`src/rtl/gcd_sweep_ctrl_pkg.sv`:
```
// Shared definitions for the GCD operand sweep controller: one-hot state
// encoding and a small decode helper.
package gcd_sweep_ctrl_pkg;

   typedef enum logic [8:0] {
      S_IDLE      = 9'h001,
      S_LOAD      = 9'h002,
      S_START     = 9'h004,
      S_WAIT_SUB  = 9'h008,
      S_WAIT_DONE = 9'h010,
      S_ACK       = 9'h020,
      S_EMIT      = 9'h040,
      S_NEXT      = 9'h080,
      S_FIN       = 9'h100
   } state_e;

   function automatic logic is_busy(input state_e s);
      return s != S_IDLE;
   endfunction

endpackage

```
`src/rtl/gcd_sweep_ctrl_if.sv`:
```
// Core handshake plus result record stream between the sweep controller
// (master) and the GCD core / downstream logger (slave).
interface gcd_sweep_ctrl_if #(
   parameter int W     = 8,
   parameter int CNT_W = 16
);
   logic [W-1:0]     Ain;
   logic [W-1:0]     Bin;
   logic             Start;
   logic             Ack;
   logic             q_Sub;
   logic             q_Done;
   logic [W-1:0]     AB_GCD;
   logic             Res_Valid;
   logic             Res_Ready;
   logic [W-1:0]     Res_A;
   logic [W-1:0]     Res_B;
   logic [W-1:0]     Res_GCD;
   logic [CNT_W-1:0] Res_Clks;

   modport master (
      output Ain, Bin, Start, Ack, Res_Valid, Res_A, Res_B, Res_GCD, Res_Clks,
      input  q_Sub, q_Done, AB_GCD, Res_Ready
   );

   modport slave (
      input  Ain, Bin, Start, Ack, Res_Valid, Res_A, Res_B, Res_GCD, Res_Clks,
      output q_Sub, q_Done, AB_GCD, Res_Ready
   );
endinterface

```
`src/rtl/gcd_sweep_ctrl_stepper.sv`:
```
// Operand grid walker: B is the inner loop, A the outer; flags the last pair.
module gcd_sweep_ctrl_stepper #(
   parameter int W     = 8,
   parameter int A_MIN = 2,
   parameter int A_MAX = 63,
   parameter int B_MIN = 2,
   parameter int B_MAX = 63
) (
   input  logic         Clk,
   input  logic         Reset_n,
   input  logic         CEN,
   input  logic         init,
   input  logic         step,
   output logic [W-1:0] a,
   output logic [W-1:0] b,
   output logic         last
);

   localparam logic [W-1:0] A_LO = W'(A_MIN);
   localparam logic [W-1:0] A_HI = W'(A_MAX);
   localparam logic [W-1:0] B_LO = W'(B_MIN);
   localparam logic [W-1:0] B_HI = W'(B_MAX);

   always_ff @(posedge Clk or negedge Reset_n) begin
      if (!Reset_n) begin
         a <= '0;
         b <= '0;
      end else if (CEN) begin
         if (init) begin
            a <= A_LO;
            b <= B_LO;
         end else if (step) begin
            if (b == B_HI) begin
               b <= B_LO;
               a <= a + 1'b1;
            end else begin
               b <= b + 1'b1;
            end
         end
      end
   end

   assign last = (a == A_HI) && (b == B_HI);

endmodule

```
`src/rtl/gcd_sweep_ctrl.sv`:
```
// Sweeps (Ain,Bin) over a grid, runs each pair through the GCD core's
// Start/Ack handshake, times q_Sub->q_Done and emits one record per pair.
module gcd_sweep_ctrl
   import gcd_sweep_ctrl_pkg::*;
#(
   parameter int W     = 8,
   parameter int CNT_W = 16,
   parameter int A_MIN = 2,
   parameter int A_MAX = 63,
   parameter int B_MIN = 2,
   parameter int B_MAX = 63
) (
   input  logic             Clk,
   input  logic             Reset_n,
   input  logic             CEN,
   input  logic             Go,
   input  logic             Abort,
   gcd_sweep_ctrl_if.master bus,
   output logic [CNT_W-1:0] Max_Clks,
   output logic             Busy,
   output logic             Sweep_Done
);

   state_e           state, state_nxt;
   logic             abort_q, abort_seen;
   logic             init, step, last;
   logic [W-1:0]     a_cur, b_cur, gcd_cap;
   logic [W-1:0]     res_a, res_b, res_gcd;
   logic [CNT_W-1:0] cnt, res_clks, max_clks;

   gcd_sweep_ctrl_stepper #(
      .W(W), .A_MIN(A_MIN), .A_MAX(A_MAX), .B_MIN(B_MIN), .B_MAX(B_MAX)
   ) u_stepper (
      .Clk(Clk), .Reset_n(Reset_n), .CEN(CEN),
      .init(init), .step(step), .a(a_cur), .b(b_cur), .last(last)
   );

   // A live Abort counts immediately so Start is suppressed in the same cycle.
   assign abort_seen = abort_q | Abort;

   always_ff @(posedge Clk or negedge Reset_n) begin
      if (!Reset_n) begin
         state   <= S_IDLE;
         abort_q <= 1'b0;
      end else if (CEN) begin
         // NOTE: non-blocking assignments so every register samples pre-edge values.
         state   <= state_nxt;
         abort_q <= (state == S_IDLE) ? 1'b0 : (abort_q | Abort);
      end
   end

   always_comb begin
      // NOTE: defaults first so no branch leaves a signal unassigned (no latches).
      state_nxt     = state;
      init          = 1'b0;
      step          = 1'b0;
      bus.Start     = 1'b0;
      bus.Ack       = 1'b0;
      bus.Res_Valid = 1'b0;
      case (state)
         S_IDLE: if (Go && !Abort) begin
            state_nxt = S_LOAD;
            init      = 1'b1;
         end
         S_LOAD:  state_nxt = abort_seen ? S_IDLE : S_START;
         S_START: begin
            bus.Start = !abort_seen;
            state_nxt = abort_seen ? S_IDLE : S_WAIT_SUB;
         end
         S_WAIT_SUB: begin
            if (bus.q_Done)     state_nxt = S_ACK;
            else if (bus.q_Sub) state_nxt = S_WAIT_DONE;
         end
         S_WAIT_DONE: if (bus.q_Done) state_nxt = S_ACK;
         S_ACK: begin
            bus.Ack   = 1'b1;
            state_nxt = abort_seen ? S_IDLE : S_EMIT;
         end
         S_EMIT: begin
            bus.Res_Valid = 1'b1;
            if (bus.Res_Ready) state_nxt = abort_seen ? S_IDLE : S_NEXT;
         end
         S_NEXT: begin
            if (abort_seen) state_nxt = S_IDLE;
            else if (last)  state_nxt = S_FIN;
            else begin
               step      = 1'b1;
               state_nxt = S_LOAD;
            end
         end
         S_FIN:   state_nxt = S_IDLE;
         default: state_nxt = S_IDLE;
      endcase
   end

   always_ff @(posedge Clk or negedge Reset_n) begin
      if (!Reset_n) begin
         cnt      <= '0;
         gcd_cap  <= '0;
         res_a    <= '0;
         res_b    <= '0;
         res_gcd  <= '0;
         res_clks <= '0;
         max_clks <= '0;
      end else if (CEN) begin
         case (state)
            S_IDLE: if (Go && !Abort) max_clks <= '0;
            S_WAIT_SUB: begin
               if (bus.q_Done) begin
                  gcd_cap <= bus.AB_GCD;
                  cnt     <= '0;
               end else if (bus.q_Sub) begin
                  cnt <= '0;
               end
            end
            S_WAIT_DONE: begin
               if (bus.q_Done)              gcd_cap <= bus.AB_GCD;
               else if (cnt != {CNT_W{1'b1}}) cnt   <= cnt + 1'b1;
            end
            // Discarded (aborted) operations never reach the record or the maximum.
            S_ACK: if (!abort_seen) begin
               res_a    <= a_cur;
               res_b    <= b_cur;
               res_gcd  <= gcd_cap;
               res_clks <= cnt;
               if (cnt > max_clks) max_clks <= cnt;
            end
            default: ;
         endcase
      end
   end

   assign bus.Ain      = a_cur;
   assign bus.Bin      = b_cur;
   assign bus.Res_A    = res_a;
   assign bus.Res_B    = res_b;
   assign bus.Res_GCD  = res_gcd;
   assign bus.Res_Clks = res_clks;
   assign Max_Clks     = max_clks;
   assign Busy         = is_busy(state);
   assign Sweep_Done   = (state == S_FIN);

endmodule

```
`src/flat_wrapper.sv`:
```
// flat-port wrapper written by rule: the top's interface ports become plain ports
module gcd_sweep_ctrl_flat import gcd_sweep_ctrl_pkg::*;
#(
   parameter int W     = 8,
   parameter int CNT_W = 16,
   parameter int A_MIN = 2,
   parameter int A_MAX = 63,
   parameter int B_MIN = 2,
   parameter int B_MAX = 63
)
  (Clk, Reset_n, CEN, Go, Abort, Max_Clks, Busy, Sweep_Done, bus_Ain, bus_Bin, bus_Start, bus_Ack, bus_Res_Valid, bus_Res_A, bus_Res_B, bus_Res_GCD, bus_Res_Clks, bus_q_Sub, bus_q_Done, bus_AB_GCD, bus_Res_Ready);
  gcd_sweep_ctrl_if #(.W(W), .CNT_W(CNT_W)) bus_i ();
  input  logic Clk;
  input  logic Reset_n;
  input  logic CEN;
  input  logic Go;
  input  logic Abort;
  output logic [CNT_W-1:0] Max_Clks;
  output logic Busy;
  output logic Sweep_Done;
  output wire logic [$bits(bus_i.Ain)-1:0] bus_Ain;
  output wire logic [$bits(bus_i.Bin)-1:0] bus_Bin;
  output wire logic [$bits(bus_i.Start)-1:0] bus_Start;
  output wire logic [$bits(bus_i.Ack)-1:0] bus_Ack;
  output wire logic [$bits(bus_i.Res_Valid)-1:0] bus_Res_Valid;
  output wire logic [$bits(bus_i.Res_A)-1:0] bus_Res_A;
  output wire logic [$bits(bus_i.Res_B)-1:0] bus_Res_B;
  output wire logic [$bits(bus_i.Res_GCD)-1:0] bus_Res_GCD;
  output wire logic [$bits(bus_i.Res_Clks)-1:0] bus_Res_Clks;
  input wire logic [$bits(bus_i.q_Sub)-1:0] bus_q_Sub;
  input wire logic [$bits(bus_i.q_Done)-1:0] bus_q_Done;
  input wire logic [$bits(bus_i.AB_GCD)-1:0] bus_AB_GCD;
  input wire logic [$bits(bus_i.Res_Ready)-1:0] bus_Res_Ready;
  assign bus_Ain = bus_i.Ain;
  assign bus_Bin = bus_i.Bin;
  assign bus_Start = bus_i.Start;
  assign bus_Ack = bus_i.Ack;
  assign bus_Res_Valid = bus_i.Res_Valid;
  assign bus_Res_A = bus_i.Res_A;
  assign bus_Res_B = bus_i.Res_B;
  assign bus_Res_GCD = bus_i.Res_GCD;
  assign bus_Res_Clks = bus_i.Res_Clks;
  assign bus_i.q_Sub = bus_q_Sub;
  assign bus_i.q_Done = bus_q_Done;
  assign bus_i.AB_GCD = bus_AB_GCD;
  assign bus_i.Res_Ready = bus_Res_Ready;
  gcd_sweep_ctrl #(.W(W), .CNT_W(CNT_W), .A_MIN(A_MIN), .A_MAX(A_MAX), .B_MIN(B_MIN), .B_MAX(B_MAX)) u_core (.Clk(Clk), .Reset_n(Reset_n), .CEN(CEN), .Go(Go), .Abort(Abort), .bus(bus_i), .Max_Clks(Max_Clks), .Busy(Busy), .Sweep_Done(Sweep_Done));
endmodule
```
`config.mk`:
```
export PLATFORM = sky130hd
export DESIGN_NAME = gcd_sweep_ctrl_flat
export DESIGN_NICKNAME = d
export VERILOG_FILES = /design/src/rtl/gcd_sweep_ctrl_pkg.sv /design/src/rtl/gcd_sweep_ctrl_if.sv /design/src/rtl/gcd_sweep_ctrl_stepper.sv /design/src/rtl/gcd_sweep_ctrl.sv /design/src/flat_wrapper.sv
export SDC_FILE = /design/constraint.sdc
export NUM_CORES = 1
export LEC_CHECK = 0
export ABC_AREA = 1
export CAP_MARGIN = 40
export CORE_UTILIZATION = 45
export CTS_BUF_LIST = sky130_fd_sc_hd__clkbuf_8
export DETAILED_ROUTE_END_ITERATION = 8
export PLACE_DENSITY = 0.72
export SETUP_SLACK_MARGIN = 0.05
export SLEW_MARGIN = 10
export SYNTH_ARGS = -nofsm -noshare
export SYNTH_HDL_FRONTEND = slang
export SYNTH_SLANG_ARGS = --single-unit
```
`constraint.sdc`:
```
create_clock -name Clk -period 1.6 [get_ports Clk]
set_input_delay 0.48 -clock Clk [delete_from_list [all_inputs] [get_ports Clk]]
set_output_delay 0.48 -clock Clk [all_outputs]
set_load 0.01 [all_outputs]
```
==> qor.yml <==
status: "complete, but fails checks"
failed_checks: "DRC, setup timing"
die_w_um: 115
drt_iter0_markers: 761
setup_viol: 111
grt_overflow_total: 0
met1_length_mm: 9.35
place_congestion: 0.969
via_per_inst: 5.98
worstPathArrival_ps: 1700
maxCapViolations: 0
slew_headroom_pct: 57.4
p_int_mw: 4.55
powerDensity_nw_per_um2: 700
synth.distinct_cells: 36
required_ps: 1120
hold_violations: 0
rsz0062_at_grt: "yes"
routed-via-count: 7385
die_area_um2: 13300
ir_worst_vdd_uv: 674
cts_tree: "yes"
layout.area.seq_um2: 2660
grt_usage_pct: 35.5
dp_hpwl_mm: 12.4
path_clk_slew_ps: 110
placed_area_um2: 7990
fin_nets: 1096
syn_area_um2: 5760
chipHeight_um: 115
clk_latency_ps: 420
finalCritPeriodShare_pct: 136
syn_avg_cell_area_um2: 7.73
end_kind: "output port"
multi_input_area_um2: 3720
cts_sinks: 106
rows: 40
yosysSeqAreaShare_pct: 46.1
synthTopCellsByArea: "dfrtp_1 46%, nand2_1 14%, inv_1 6.6%"
pwr-share-comb_pct: 35.4
clock.fmax_mhz: 460
syn_nets: 780
diodes: 0
start_util_pct: 47.0
antenna_found_initial: 0
grt_pass1_wl_mm: 35.6
ys_top_cells_by_count: "219 x nand2_1, 105 x dfrtp_1, 101 x inv_1, 55 x nand3_1, 45 x o21ai_0"
grt_max_degree: 31
power.switching_mw: 2.70
cp-start-kind: "flop"
p_leak_nw: 4.96
netlist.area_leader.share_pct: 45.6
dr_wl_met2_mm: 13.4
syn_to_final_growth_pct: 79.9
stdcell_area_um2: 10400
clock_path_buffers: 2
cts_buffers: 9
tightest_slew_ps: 633
ys_warn_count: 0
drt_wl_total_mm: 27.3
layout_min_cycle_time_ps: 2180
drive_gt1_share_pct: 52.5
drt_first_pass_iters: 8
htree_num_levels: 3
coreArea_um2: 12300
fillers: 605
synthCells: 745
final-max-slew-violation-count: 0
synth.most_common_cell: "nand2_1"
setup_tns_ps: -36350
reg2reg_slack_ps: -520
path_max_fanout: 4
finClkSkew_ps: 20.4
synth_edf_count: 0
seqPwrFrac_pct: 39.7
ys_async_sr_fraction_pct: 100
wl_per_cell_um: 22.2
topRoutingLayerUsed: "met4"
grt_pass1_vias: 7012
ant_nets: 0
route.met3.wl_mm: 2.34
drc: 1
timing.final.ws_setup_ps: -576
synth_top_area_cell: "dfrtp_1"
ys_ff_latch: 106
port_buffers: 92
synthFlopType: "dfrtp_1"
p_clk_share_pct: 24.8
crit_type: "reg -> out"
min-delay-path-class: "in -> async"
clock-root-buffer: "clkbuf_8"
switching_share_pct: 37.3
io-pin-count: 93
-- registers in the layout, summed over array words and instances (netlist names) --
name,flops
u_core.Max_Clks,16
u_core.bus.Res_Clks,16
u_core.cnt,16
u_core.state,9
u_core.bus.Res_A,8
u_core.bus.Res_B,8
u_core.bus.Res_GCD,8
u_core.gcd_cap,8
u_core.u_stepper.a,8
u_core.u_stepper.b,8
u_core.abort_q,1
-- area by class of cell --
type	count	share of cell area, %
Clock inverter	7	0.676
Sequential cell	106	25.6
Tap cell	168	2.03
Inverter	107	4.00
Timing Repair Buffer	326	30.6
Clock buffer	9	1.20
Multi-Input combinational cell	511	35.9
-- critical path, stage by stage (launching register included) --
cell           delay, ps
dfrtp_1              440
nor2_4               160
nand2_4              110
nor2_4               150
nand3_4              100
inv_4                 70
dlygate4sd2_1        260
-- cells in the final DEF (no fill, tap or decap), drive strengths merged, types with 9 or more instances in the layout --
cell type and n:
ha 19, clkbuf 39, nand3 60, clkdlybuf4s15 9
xor2 10, nand2 226, dfrtp 105, inv 111
buf 272, nand4 18, a21oi 9, nor3 22
clkdlybuf4s50 14, nor2 47, o21ai 88
-- cells by family after synthesis --
| logic type | Yosys count | synth area share [%] |
|---|---|---|
| buf+inv | 130 | 9.25 |
| xor+xnor | 10 | 1.52 |
| flops | 106 | 46.1 |
| fa+ha+maj | 19 | 4.13 |
| compound gates | 101 | 9.69 |
| simple gates | 379 | 29.4 |
-- repair_timing --
action | in CTS | in global routing
pin swaps | 40 | 35
gates resized for setup | 410 | 262
buffers inserted | 56 | 43
endpoints found under the setup margin | 182 | 171
hold buffers | 0 | 0
cloned | 17 | 2
-- power by group through the flow --
stage	combinational (mW)	sequential, mW	clock (mW)
6_report	2.57	2.88	1.80
5_1_grt	2.68	2.90	1.90
3_5_place_dp	1.49	2.92	0
3_3_place_gp	1.44	2.91	0
4_1_cts	2.12	2.86	1.70
2_1_floorplan	0.750	2.95	0
-- final timing paths --
kind | startpoint | end | depth (start not counted)
setup reg to reg | u_core.state[6]$_DFFE_PN0P_ | u_core.cnt[10]$_DFFE_PN0P_ | 15
max in group asynchronous | Reset_n | u_core.Max_Clks[13]$_DFFE_PN0P_ | 2
hold / removal | Reset_n | u_core.Max_Clks[6]$_DFFE_PN0P_ | 1
hold reg to reg | u_core.bus.Res_Clks[6]$_DFFE_PN0P_ | u_core.bus.Res_Clks[6]$_DFFE_PN0P_ | 2
setup / recovery | u_core.state[7]$_DFFE_PN0P_ | bus_Ack | 6
min in group Clk | u_core.bus.Res_Clks[6]$_DFFE_PN0P_ | u_core.bus.Res_Clks[6]$_DFFE_PN0P_ | 2
-- metrics by stage --
stage,total power [mW],worst slack [ps],instances,util (%),hold WS [ps]
2_1_floorplan,3.70,-111,745,-,184
3_3_place_gp,4.35,-690,1126,65.2,443
3_5_place_dp,4.41,-682,1126,65.2,442
4_1_cts,6.68,-503,1209,77.1,15.9
5_1_grt,7.48,-743,1234,84.5,13.1
6_report,7.25,-576,1234,84.5,4.87
-- layer usage --
layer / up-vias / GRT usage (%)
met5: - / 0
met4: 0 / 22.6
met3: 229 / 6.38
met2: 575 / 61.2
met1: 3539 / 40.8
li1: 3042 / -
No activity file was read; power rests on OpenSTA's default activity.
